**src/rtl/dvi_tmds_encoder.sv**
```systemverilog
// DVI 1.0 TMDS encoder: three 8b/10b DC-balanced lanes, 2-cycle pipeline on PCK.
// Lane 0 carries blue plus {VS,HS} during blanking; lanes 1/2 carry green/red.

module dvi_tmds_lane (
  input  logic       pck_i,
  input  logic       rst_i,
  input  logic [7:0] d_i,
  input  logic       de_s1_i,
  input  logic [1:0] ctl_s1_i,
  output logic [9:0] sym_o
);

  logic [8:0]        q_m_d, q_m_q;
  logic [9:0]        sym_d, sym_q;
  logic signed [4:0] cnt_d, cnt_q;

  logic [3:0]        n1d;
  logic              use_xnor;
  logic [3:0]        n1;
  logic signed [5:0] bal, cnt_x, delta, cnt_sum;

  function automatic logic [3:0] popcnt8(input logic [7:0] v);
    logic [3:0] s;
    s = '0;
    for (int i = 0; i < 8; i++) s = s + {3'b000, v[i]};
    return s;
  endfunction

  // Stage 1: transition-minimising chain
  always_comb begin
    n1d      = popcnt8(d_i);
    use_xnor = (n1d > 4'd4) || ((n1d == 4'd4) && !d_i[0]);
    q_m_d    = '0;
    q_m_d[0] = d_i[0];
    for (int i = 1; i < 8; i++)
      q_m_d[i] = use_xnor ? ~(q_m_d[i-1] ^ d_i[i]) : (q_m_d[i-1] ^ d_i[i]);
    q_m_d[8] = ~use_xnor;
  end

  // Stage 2: DC balancing; bal = N1 - N0 = 2*N1 - 8
  always_comb begin
    n1    = popcnt8(q_m_q[7:0]);
    bal   = $signed({1'b0, n1, 1'b0}) - 6'sd8;
    cnt_x = {cnt_q[4], cnt_q};
    sym_d = 10'h354;
    delta = '0;
    if (!de_s1_i) begin
      case (ctl_s1_i)
        2'b00:   sym_d = 10'h354;
        2'b01:   sym_d = 10'h0AB;
        2'b10:   sym_d = 10'h154;
        default: sym_d = 10'h2AB;
      endcase
    end else if ((cnt_q == 5'sd0) || (bal == 6'sd0)) begin
      sym_d = {~q_m_q[8], q_m_q[8], q_m_q[8] ? q_m_q[7:0] : ~q_m_q[7:0]};
      delta = q_m_q[8] ? bal : -bal;
    end else if ((!cnt_q[4] && (bal > 6'sd0)) || (cnt_q[4] && (bal < 6'sd0))) begin
      sym_d = {1'b1, q_m_q[8], ~q_m_q[7:0]};
      delta = (q_m_q[8] ? 6'sd2 : 6'sd0) - bal;
    end else begin
      sym_d = {1'b0, q_m_q[8], q_m_q[7:0]};
      delta = bal - (q_m_q[8] ? 6'sd0 : 6'sd2);
    end
    cnt_sum = cnt_x + delta;
    cnt_d   = de_s1_i ? $signed(cnt_sum[4:0]) : 5'sd0;
  end

  always_ff @(posedge pck_i) begin
    if (rst_i) begin
      q_m_q <= '0;
      sym_q <= 10'h354;
      cnt_q <= '0;
    end else begin
      q_m_q <= q_m_d;
      sym_q <= sym_d;
      cnt_q <= cnt_d;
    end
  end

  assign sym_o = sym_q;

endmodule

module dvi_tmds_encoder #(
  parameter int SYNC_DELAY = 1
) (
  input  logic       PCK,
  input  logic       RST,
  input  logic [7:0] VGA_R,
  input  logic [7:0] VGA_G,
  input  logic [7:0] VGA_B,
  input  logic       VGA_HS,
  input  logic       VGA_VS,
  input  logic       VGA_DE,
  output logic [9:0] TMDS_CH0,
  output logic [9:0] TMDS_CH1,
  output logic [9:0] TMDS_CH2,
  output logic       TMDS_DE
);

  localparam int NUM_LANES = 3;
  localparam int VEC_W     = 8;
  localparam int STAGES    = 2;

  logic [NUM_LANES-1:0][VEC_W-1:0] pix;
  logic [NUM_LANES-1:0][9:0]       sym;
  logic [1:0]                      sync_dly;
  logic [STAGES:1]                 de_pipe_q;
  logic [1:0]                      ctl_s1_q;

  assign pix = {VGA_R, VGA_G, VGA_B};

  // Sync is realigned with the already-registered RGB/DE from the generator
  generate
    if (SYNC_DELAY == 0) begin : g_sync_thru
      assign sync_dly = {VGA_VS, VGA_HS};
    end else begin : g_sync_dly
      logic [SYNC_DELAY-1:0][1:0] sync_q;
      always_ff @(posedge PCK) begin
        if (RST) begin
          sync_q <= '0;
        end else begin
          sync_q[0] <= {VGA_VS, VGA_HS};
          for (int i = 1; i < SYNC_DELAY; i++) sync_q[i] <= sync_q[i-1];
        end
      end
      assign sync_dly = sync_q[SYNC_DELAY-1];
    end
  endgenerate

  always_ff @(posedge PCK) begin
    if (RST) begin
      de_pipe_q <= '0;
      ctl_s1_q  <= '0;
    end else begin
      de_pipe_q <= {de_pipe_q[STAGES-1:1], VGA_DE};
      ctl_s1_q  <= sync_dly;
    end
  end

  generate
    for (genvar l = 0; l < NUM_LANES; l++) begin : g_lane
      dvi_tmds_lane u_lane (
        .pck_i    (PCK),
        .rst_i    (RST),
        .d_i      (pix[l]),
        .de_s1_i  (de_pipe_q[1]),
        .ctl_s1_i ((l == 0) ? ctl_s1_q : 2'b00),
        .sym_o    (sym[l])
      );
    end
  endgenerate

  assign TMDS_CH0 = sym[0];
  assign TMDS_CH1 = sym[1];
  assign TMDS_CH2 = sym[2];
  assign TMDS_DE  = de_pipe_q[STAGES];

endmodule
```
**config.mk**
```make
export PLATFORM = sky130hd
export DESIGN_NAME = dvi_tmds_encoder
export DESIGN_NICKNAME = d
export VERILOG_FILES = /design/src/rtl/dvi_tmds_encoder.sv
export SDC_FILE = /design/constraint.sdc
export NUM_CORES = 1
export LEC_CHECK = 0
export CAP_MARGIN = 20
export CORE_MARGIN = 3
export CORE_UTILIZATION = 50
export CTS_CLUSTER_SIZE = 25
export DETAILED_ROUTE_END_ITERATION = 10
export GPL_ROUTABILITY_DRIVEN = 0
export PLACE_DENSITY = 0.73
export SLEW_MARGIN = 10
export SYNTH_ARGS = -nofsm -noshare
export SYNTH_HDL_FRONTEND = slang
export SYNTH_HIERARCHICAL = 1
export SYNTH_SLANG_ARGS = --single-unit
```
**constraint.sdc**
```tcl
create_clock -name PCK -period 7.8 [get_ports PCK]
set_clock_uncertainty 0.15 [all_clocks]
set_input_delay 1.17 -clock PCK [delete_from_list [all_inputs] [get_ports PCK]]
set_output_delay 1.17 -clock PCK [all_outputs]
set_load 0.02 [all_outputs]
```
==> results of run 1 <==
## Yosys cell counts, types with 4 or more instances
master    instances  area share, %
a21oi_1          40            3.9
fa_1             27             11
dfxtp_1          75             29
a31oi_1           4           0.49
xnor2_1          60             10
a21o_1            7            1.0
nor2_1           36            2.6
ha_1             63             15
inv_1            98            7.1
clkbuf_1          9           0.66
or2_2             7           0.85
nor3_1            9           0.87
nor2b_1          15            1.8
xor2_1           15            2.6
mux2i_1          11            2.1
nand2_1          21            1.5
and2_1            6           0.73
## worst reg2reg max path, delay by kind of cell, from the launching register on
family	cells	cell delay (ps)
flops	1	340
buf+inv	4	280
mux	2	520
xor+xnor	2	510
fa+ha+maj	7	2460
compound gates	5	1310
## power by group through the flow
stage / Sequential, mW / Combinational (mW) / Clock, mW
after floorplan: 0.533 / 1.47 / 0
after global placement: 0.515 / 1.77 / 0
after detailed placement: 0.517 / 1.85 / 0
after CTS: 0.508 / 1.87 / 0.313
after global routing: 0.517 / 2.11 / 0.326
final: 0.508 / 1.87 / 0.304
## layout by cell type, fill, tap and decap left out, drive strengths merged, types with 6 or more instances in the layout
master         Yosys  final
nor3               9      9
a21o               8      8
or2                7      7
xnor2             60     60
xor2              15     15
clkbuf             9     10
ha                63     63
and2               6      6
conb               1     12
mux2i             14     14
nor2              36     36
nor2b             15     15
clkdlybuf4s50      0     58
nand2             21     21
a21oi             40     40
dfxtp             75     75
inv               98     98
fa                27     27
## registers in the layout (all words and copies together) (netlist names)
register	cells
de_pipe_q	2
g_lane.u_lane/q_m_q	27
ctl_s1_q	2
g_lane.u_lane/cnt_q	12
g_sync_dly.sync_q	2
g_lane.u_lane/sym_o	30
## layer usage
| layer | wire [um] | vias up | track usage (%) | share of wire, % |
|---|---|---|---|---|
| li1 | - | 1889 | - | - |
| met1 | 4040 | 1788 | 19.5 | 43 |
| met3 | 335 | 10 | 3.66 | 3.6 |
| met4 | 105 | 0 | 5.68 | 1.1 |
| met5 | 0 | - | 0 | 0 |
| met2 | 4880 | 66 | 32.0 | 52 |
## metrics by stage
stage	power [mW]	utilization [%]	hold WS [ps]	setup slack, ps
finish	2.68	61.5	307	2140
CTS	2.69	61.5	308	2120
global route	2.96	61.5	332	1740
detailed placement	2.36	59.4	304	2150
floorplan	2.00	-	264	2560
global placement	2.28	59.4	297	2390
## cells by family after synthesis
kind of cell / count (synthesis) / share of synthesized area [%]
xor gates and xnor gates: 75 / 12.8
AOI/OAI and AO/OA: 77 / 9.60
buffers and inverters: 110 / 8.46
other: 1 / 0.0729
DFF: 75 / 29.2
adders and majority gates: 90 / 25.8
muxes: 14 / 3.45
and+or+nand+nor: 111 / 10.7
## area by class of cell
cell class / instances / share of cell area [%]
clock inverter: 6 / 1.07
clock buffer: 10 / 2.26
sequential: 75 / 24.7
multi-input combinational: 379 / 53.4
timing repair buffer: 61 / 9.86
tap: 133 / 2.73
inverter: 98 / 6.04
## worst max path at each step
stage | end | slack (ps) | cells past startpoint
2_1_floorplan | g_lane[2].u_lane/cnt_q[4] | 2560 | 21
3_3_place_gp | g_lane[1].u_lane/cnt_q[4] | 2390 | 21
3_5_place_dp | g_lane[2].u_lane/cnt_q[4] | 2150 | 20
4_1_cts | g_lane[2].u_lane/cnt_q[4] | 2120 | 20
5_1_grt | g_lane[2].u_lane/cnt_q[4] | 1740 | 21
6_report | g_lane[2].u_lane/cnt_q[4] | 2140 | 20
==> flow_metrics.py, run 1 <==
metrics = {
    "run_status": {
        "status": "finished, final reports clean",
    },
    "clocking": {
        "cts_root_buf": "clkbuf_8",
        "clock_sinks": 75,
        "htreeDepth": 3,
        "postCtsHoldBufs": 0,
        "cts_tree": "done",
        "clock_latency_ps": 340,
        "clkTransAtPathRegs_ps": 80,
        "post-cts-setup-buffers": 0,
        "cts_buffers": 9,
        "clockBufferDepth": 2,
        "cts_resized": 0,
    },
    "detailed_routing": {
        "viasPerCell": 4.93,
        "first_iter_violations": 154,
        "drt-total-wl_um": 9360,
        "drc": 0,
        "wl_per_cell_um": 12.3,
        "ant_nets": 0,
        "firstDrtPassIters": 4,
        "num_vias": 3753,
    },
    "timing": {
        "fmax_ghz": 0.177,
        "maxSlewHeadroom_pct": 54.0,
        "worstMarginPinSlew_ps": 690,
        "layout_min_cycle_time_ps": 5660,
        "fin_setup_tns_ps": 0,
        "drv_slew": 0,
        "hold_viol": 0,
        "timing.final.crit_share_pct": 72.6,
        "rsz0062_at_grt": "no",
        "finalSetupViolCount": 0,
    },
    "power": {
        "p_sw_mw": 1.21,
        "swShare_pct": 45.3,
        "p_clk_share_pct": 11.4,
        "internal-power_mw": 1.46,
        "comb_power_share_pct": 69.7,
        "power_frac_seq_pct": 19.0,
        "ir_drop_v": 0.000186,
        "leakagePower_nw": 2.85,
        "power.density_nw_per_um2": 440,
    },
    "finish": {
        "nets": 743,
        "instances_no_fill": 762,
        "n_antenna_cell": 0,
        "synthToLayoutAreaGrowth_pct": 18.3,
        "multi_input_area_um2": 3250,
        "seq_area_um2": 1500,
        "num-fill-cells": 831,
        "fin_area_um2": 6090,
        "drive_gt1_share_pct": 5.56,
    },
    "worst_setup_path": {
        "cp-end-kind": "flip-flop",
        "crit_family": "adder cells",
        "crit_buf_inv": 4,
        "reg2reg_from": "g_lane[2].u_lane/q_m_q[0]",
        "critPathLaunchType": "flip-flop",
        "crit_start": "g_lane[2].u_lane/q_m_q[0]",
        "r2r_cells": 20,
        "worstSetupPathType": "flip-flop to flip-flop",
        "cpMaxStageDelayCell": "a21oi_1",
        "critPathMaxStageDelay_ps": 570,
        "worstPathMaxFanout": 6,
        "reg2reg_to": "g_lane[2].u_lane/cnt_q[4]",
        "r2r_slack_ps": 2140,
        "crit_path_cell_trace": "inv_1 > fa_1 > fa_1 > fa_1 > inv_1 > ha_1 > inv_1 > fa_1 > xnor2_1 > inv_1 > ha_1 > a21oi_1 > mux2i_1 > a21o_1 > mux2i_1 > ha_1 > a21oi_1 > xnor2_1 > a2111o_1 > o21ai_0",
        "required_ps": 7910,
        "worstPathArrival_ps": 5770,
    },
    "floorplan": {
        "start_util_pct": 51.9,
        "pin_count": 60,
        "die_h_um": 107,
        "die-area_um2": 11500,
        "die_x_um": 107,
        "design.core.area_um2": 9910,
        "rows": 36,
    },
    "logic_synthesis": {
        "avgSynthCellArea_um2": 9.31,
        "synth_area_um2": 5150,
        "ys_types": 41,
        "synth_cells": 553,
        "synth_edf_count": 0,
        "async_flop_share_pct": 0,
        "ys_seq_elements": 75,
        "dominantRegCellSynth": "dfxtp_1",
        "yosysSeqAreaShare_pct": 29.2,
        "yosysWarnings": 6,
    },
    "worst_hold_path": {
        "whs_path_depth": 1,
        "hold_path_end": "ctl_s1_q[0]",
        "min_from": "g_sync_dly.sync_q[0]",
        "holdCritPathClass": "flip-flop to flip-flop",
    },
    "placed_design": {
        "place_inst": 746,
        "port_buffers": 59,
        "postPlaceCellArea_um2": 5890,
        "place_hpwl_um": 7270,
    },
    "global_route": {
        "grt_pass1_vias": 3809,
        "track_usage_pct": 17.2,
        "antenna_found_initial": 0,
        "overflow": 0,
        "grt_max_degree": 53,
        "grt_pass1_wl_um": 16100,
    },
    "job": {
        "drv_cap": 0,
    },
}
Power figures use the tool's default switching activity.
==> inputs of run 2 (changes only) <==
- clock period: 7.8 -> 5.6 ns (I/O delays scaled with it)
==> flow_metrics.py, run 2 (synthesized netlist as in run 1, its figures left out) <==
metrics = {
    "global_route": {
        "grt_pass1_wl_um": 16000,
        "overflow": 0,
        "track_usage_pct": 17.1,
        "gr-usage-met1_pct": 19.7,
        "antenna_found_initial": 0,
        "grt_use_met2_pct": 31.4,
        "grt_pass1_vias": 3818,
        "grt_max_degree": 52,
        "top_usage_layer": "met2",
        "met3_usage_pct": 3.06,
    },
    "worst_setup_path": {
        "reg2reg_to": "g_lane[2].u_lane/cnt_q[4]",
        "r2r_slack_ps": 270,
        "critPathMaxStageDelay_ps": 550,
        "required_ps": 5710,
        "worstPathMaxFanout": 6,
        "cp.depth": 23,
        "crit_start": "g_lane[2].u_lane/q_m_q[0]",
        "cp-end-kind": "flip-flop",
        "crit_family": "adder cells",
        "crit_buf_inv": 5,
        "cpMaxStageDelayCell": "fa_1",
        "reg2reg_from": "g_lane[2].u_lane/q_m_q[0]",
        "worstSetupPathType": "flip-flop to flip-flop",
        "r2r_cells": 23,
        "worstPathArrival_ps": 5440,
        "crit_path_cell_trace": "inv_1 > fa_1 > fa_1 > fa_1 > inv_1 > ha_1 > inv_1 > fa_1 > xnor2_4 > inv_1 > ha_1 > a211oi_1 > a21oi_2 > buf_4 > xnor2_1 > nand2_1 > o211a_1 > ha_1 > a21o_1 > a21oi_1 > xnor2_1 > a2111o_1 > o21ai_0",
        "crit_end": "g_lane[2].u_lane/cnt_q[4]",
        "critPathLaunchType": "flip-flop",
    },
    "job": {
        "drv_cap": 0,
    },
    "clocking": {
        "htreeDepth": 3,
        "clkTransAtPathRegs_ps": 80,
        "clock_sinks": 75,
        "cts_root_buf": "clkbuf_8",
        "clock_latency_ps": 340,
        "clockBufferDepth": 2,
        "cts_buffers": 9,
        "cts_tree": "done",
    },
    "placed_design": {
        "place_hpwl_um": 7420,
        "place_ws_ps": -72.9,
        "port_buffers": 59,
    },
    "detailed_routing": {
        "drc": 0,
        "drt-total-wl_um": 9600,
        "ant_nets": 0,
        "viasPerCell": 4.93,
        "wl_per_cell_um": 12.5,
        "first_iter_violations": 165,
        "num_vias": 3780,
        "firstDrtPassIters": 4,
    },
    "run_status": {
        "status": "finished, final reports clean",
    },
    "finish": {
        "nets": 747,
        "largest_reg_flops": 30,
        "multi_input_area_um2": 3310,
        "synthToLayoutAreaGrowth_pct": 20.2,
        "utilization_pct": 62.4,
        "final_cell_mix": "inv_1 (98), dfxtp_1 (75), ha_1 (63), clkdlybuf4s50_1 (58), xnor2_1 (57)",
        "num-fill-cells": 825,
        "seq_area_um2": 1500,
        "layout_commonest_cell": "inv_1",
        "n_antenna_cell": 0,
        "drive_gt1_share_pct": 7.27,
    },
    "timing": {
        "worstMarginPinSlew_ps": 918,
        "fmax_ghz": 0.188,
        "timing.final.crit_share_pct": 95.1,
        "layout_min_cycle_time_ps": 5330,
        "drv_slew": 0,
        "hold_viol": 0,
        "finalSetupViolCount": 0,
        "maxSlewHeadroom_pct": 38.7,
        "final.setup.worst_slack_ps": 272,
    },
    "floorplan": {
        "die-area_um2": 11500,
        "design.core.area_um2": 9910,
        "pin_count": 60,
        "start_util_pct": 51.9,
        "die_x_um": 107,
        "die_h_um": 107,
        "rows": 36,
    },
    "worst_hold_path": {
        "holdCritPathClass": "flip-flop to flip-flop",
        "whs_path_depth": 1,
    },
    "power": {
        "leakagePower_nw": 2.90,
        "ir_drop_v": 0.000266,
        "power.density_nw_per_um2": 629,
    },
}
run 2: cell count changes in the layout (fill, tap and decap cells not counted), moves of 2 or more:
cell	change
xnor2_2	+2
a21oi_1	-2
a211oi_1	-2
buf_4	+4
xnor2_1	-3
a211oi_2	+2
run 2: what timing repair did:
item,4_1_cts,5_1_grt
setup endpoints to repair,1,3
buffers inserted,0,2
pin swaps,0,1
hold buffers,0,0
gates resized for setup,1,8
run 2: worst min-delay path by stage:
stage	start	endpoint	slack, ps
final	g_sync_dly.sync_q[0]	ctl_s1_q[0]	300
after floorplan	g_sync_dly.sync_q[0]	ctl_s1_q[0]	260
after detailed placement	g_sync_dly.sync_q[0]	ctl_s1_q[0]	290
after CTS	g_sync_dly.sync_q[0]	ctl_s1_q[0]	310
after global placement	g_sync_dly.sync_q[0]	ctl_s1_q[0]	300
after global routing	g_sync_dly.sync_q[0]	ctl_s1_q[0]	320
run 2: cell type report:
type,instances,share of cell area [%]
clock buffer,11,2.45
clock inverter,5,0.970
inverter,98,5.94
multi-input combinational,379,53.5
sequential,75,24.3
tap,133,2.69
timing repair buffer,65,10.2
run 2: through the flow:
step	hold WS, ps	power (mW)	instance area (um2)	setup TNS (ps)	instances
finish	297	3.89	6190	0	766
global route	317	4.26	6190	-31.4	766
CTS	305	3.79	6120	0	764
detailed placement	292	3.33	5900	-72.9	748
global placement	298	3.19	5900	0	748
floorplan	264	2.79	5190	0	564
run 2: where the power goes:
group          leakage, nW  internal [mW]  switching [mW]
combinational         2.18           1.27            1.48
clock                0.106          0.232           0.202
sequential           0.621          0.637          0.0764
run 2: per-layer routing:
metal / part of all wire [%] / wire length (um)
met1: 43 / 4140
met5: 0 / 0
met2: 52 / 4950
met3: 3.7 / 354
met4: 1.5 / 148
==> inputs of run 3 (changes only) <==
- PLACE_DENSITY: 0.73 -> 0.74
- SYNTH_HIERARCHICAL: 1 -> default
==> flow_metrics.py, run 3 <==
metrics = {
    "run_status": {
        "status": "finished, final reports clean",
    },
    "worst_hold_path": {
        "holdCritPathClass": "flip-flop to flip-flop",
        "hold_path_end": "ctl_s1_q[1]",
        "whs_path_depth": 1,
        "min_from": "g_sync_dly.sync_q[1]",
    },
    "finish": {
        "layout_commonest_cell": "inv_1",
        "synthToLayoutAreaGrowth_pct": 18.5,
        "nets": 693,
        "num-fill-cells": 829,
        "drive_gt1_share_pct": 5.31,
        "n_antenna_cell": 0,
        "largest_reg_flops": 30,
        "final_cell_mix": "inv_1 (82), dfxtp_1 (75), clkdlybuf4s50_1 (59), ha_1 (56), xnor2_1 (50)",
    },
    "floorplan": {
        "start_util_pct": 52.3,
        "pin_count": 60,
        "die_x_um": 105,
        "rows": 35,
        "die-area_um2": 11000,
        "design.core.area_um2": 9370,
        "die_h_um": 105,
    },
    "placed_design": {
        "place_ws_ps": 258,
        "place_hpwl_um": 7470,
        "port_buffers": 59,
    },
    "timing": {
        "fin_setup_tns_ps": 0,
        "worstMarginPinSlew_ps": 643,
        "hold_viol": 0,
        "finalSetupViolCount": 0,
        "maxSlewHeadroom_pct": 56.7,
        "timing.final.crit_share_pct": 93.2,
        "final.setup.worst_slack_ps": 379,
        "layout_min_cycle_time_ps": 5220,
        "fmax_ghz": 0.192,
        "drv_slew": 0,
        "rsz0062_at_grt": "no",
    },
    "worst_setup_path": {
        "crit_path_cell_trace": "ha_1 > inv_1 > fa_1 > fa_1 > fa_1 > fa_1 > xnor2_2 > inv_1 > ha_1 > a211oi_1 > a21o_1 > nor2_1 > a211oi_1 > o21ai_0 > a21oi_1 > ha_1 > a21oi_1 > xnor2_1 > xnor2_1 > nor2_1",
        "cpMaxStageDelayCell": "fa_1",
        "r2r_slack_ps": 380,
        "r2r_cells": 20,
        "crit_buf_inv": 2,
        "critPathMaxStageDelay_ps": 500,
        "critPathMostFrequentCell": "fa_1",
        "required_ps": 5690,
        "reg2reg_from": "g_lane[0].u_lane.q_m_q[0]",
        "reg2reg_to": "g_lane[0].u_lane.cnt_q[4]",
        "worstPathMaxFanout": 8,
        "crit_family": "adder cells",
        "worstSetupPathType": "flip-flop to flip-flop",
        "critPathLaunchType": "flip-flop",
        "worstPathArrival_ps": 5310,
        "cp-end-kind": "flip-flop",
    },
    "global_route": {
        "overflow": 0,
        "grt_max_degree": 38,
        "grt_pass1_wl_um": 15800,
        "grt_pass1_vias": 3558,
        "track_usage_pct": 17.7,
        "antenna_found_initial": 0,
    },
    "clocking": {
        "clkTransAtPathRegs_ps": 80,
        "cts_root_buf": "clkbuf_8",
        "clock_sinks": 75,
        "post-cts-setup-buffers": 0,
        "clock_latency_ps": 350,
        "cts_buffers": 9,
        "htreeDepth": 3,
        "cts_tree": "done",
        "clockBufferDepth": 2,
    },
    "detailed_routing": {
        "wl_per_cell_um": 12.9,
        "first_iter_violations": 79,
        "ant_nets": 0,
        "num_vias": 3473,
        "viasPerCell": 4.87,
        "drt-total-wl_um": 9190,
        "firstDrtPassIters": 4,
        "drc": 0,
    },
    "job": {
        "drv_cap": 0,
    },
    "logic_synthesis": {
        "yosysWarnings": 0,
        "synth_commonest_cells": "inv_1 (82), dfxtp_1 (75), ha_1 (56)",
        "yosys.area.top_type_share_pct": 30.6,
        "synth_top_cell_by_area": "dfxtp_1",
        "synth_area_um2": 4900,
        "ys_types": 50,
        "async_flop_share_pct": 0,
        "synth.area.top_cells": "dfxtp_1 (31%), ha_1 (14%), fa_1 (11%), xnor2_1 (9.1%), inv_1 (6.3%)",
        "dominantRegCellSynth": "dfxtp_1",
        "yosysSeqAreaShare_pct": 30.6,
        "ys_seq_elements": 75,
        "synth_edf_count": 0,
        "syn-num-nets": 633,
        "synth.most_common_cell": "inv_1",
        "synth_cells": 521,
        "avgSynthCellArea_um2": 9.41,
    },
    "power": {
        "ir_drop_v": 0.000214,
        "leakagePower_nw": 2.62,
        "power.density_nw_per_um2": 566,
    },
}
run 3: how the worst max path moves through the flow:
stage,from,to,slack (ps),depth (start not counted)
after global routing,g_lane[2].u_lane.q_m_q[0],g_lane[2].u_lane.cnt_q[4],100,23
after CTS,g_lane[0].u_lane.q_m_q[1],g_lane[0].u_lane.cnt_q[4],250,20
after detailed placement,g_lane[0].u_lane.q_m_q[1],g_lane[0].u_lane.cnt_q[4],260,20
final,g_lane[0].u_lane.q_m_q[0],g_lane[0].u_lane.cnt_q[4],380,20
after global placement,g_lane[0].u_lane.q_m_q[0],g_lane[0].u_lane.cnt_q[3],490,20
after floorplan,g_lane[0].u_lane.q_m_q[0],g_lane[0].u_lane.cnt_q[4],610,20
run 3: area by class of cell:
type,count,area [um2],area share [%]
inverter,83,312,5.36
tap,129,161,2.78
sequential,75,1500,25.8
clock inverter,4,51.3,0.883
multi-input combinational,349,3030,52.1
timing repair buffer,63,621,10.7
clock buffer,10,138,2.37
run 3: power breakdown:
group | switching, mW | internal (mW) | total [mW]
Clock | 0.197 | 0.214 | 0.411
Sequential | 0.0563 | 0.623 | 0.679
Combinational | 1.20 | 0.995 | 2.19
run 3: metal layers:
layer	vias up	global-route usage [%]	part of all wire [%]
met4	0	6.19	1.8
li1	1769	-	-
met3	15	3.95	2.8
met2	45	30.9	49
met1	1644	21.4	46
met5	-	0	0
run 3: per-stage QoR:
step | cell area, um2 | utilization, % | power, mW | cells | hold WS, ps
after floorplan | 4900 | - | 2.41 | 521 | 264
after global placement | 5610 | 59.9 | 2.77 | 699 | 268
after detailed placement | 5610 | 59.9 | 2.86 | 699 | 285
after CTS | 5800 | 61.9 | 3.29 | 713 | 303
after global routing | 5810 | 62.0 | 3.62 | 713 | 316
final | 5810 | 62.0 | 3.29 | 713 | 295
run 3: repair_timing:
| action | CTS | global route |
|---|---|---|
| setup endpoints to repair | 0 | 1 |
| gates resized for setup | 0 | 1 |
| hold buffers | 0 | 0 |
run 3: cell families (layout without fill, tap and decap cells):
group           Yosys count  in the layout  synth area share (%)
mux                      13             13                  2.91
buf+inv                  97            160                  7.83
simple gates            116            116                  11.7
xor+xnor                 69             69                  12.3
flops                    75             75                  30.6
compound gates           68             68                  9.34
fa+ha+maj                83             83                  25.3
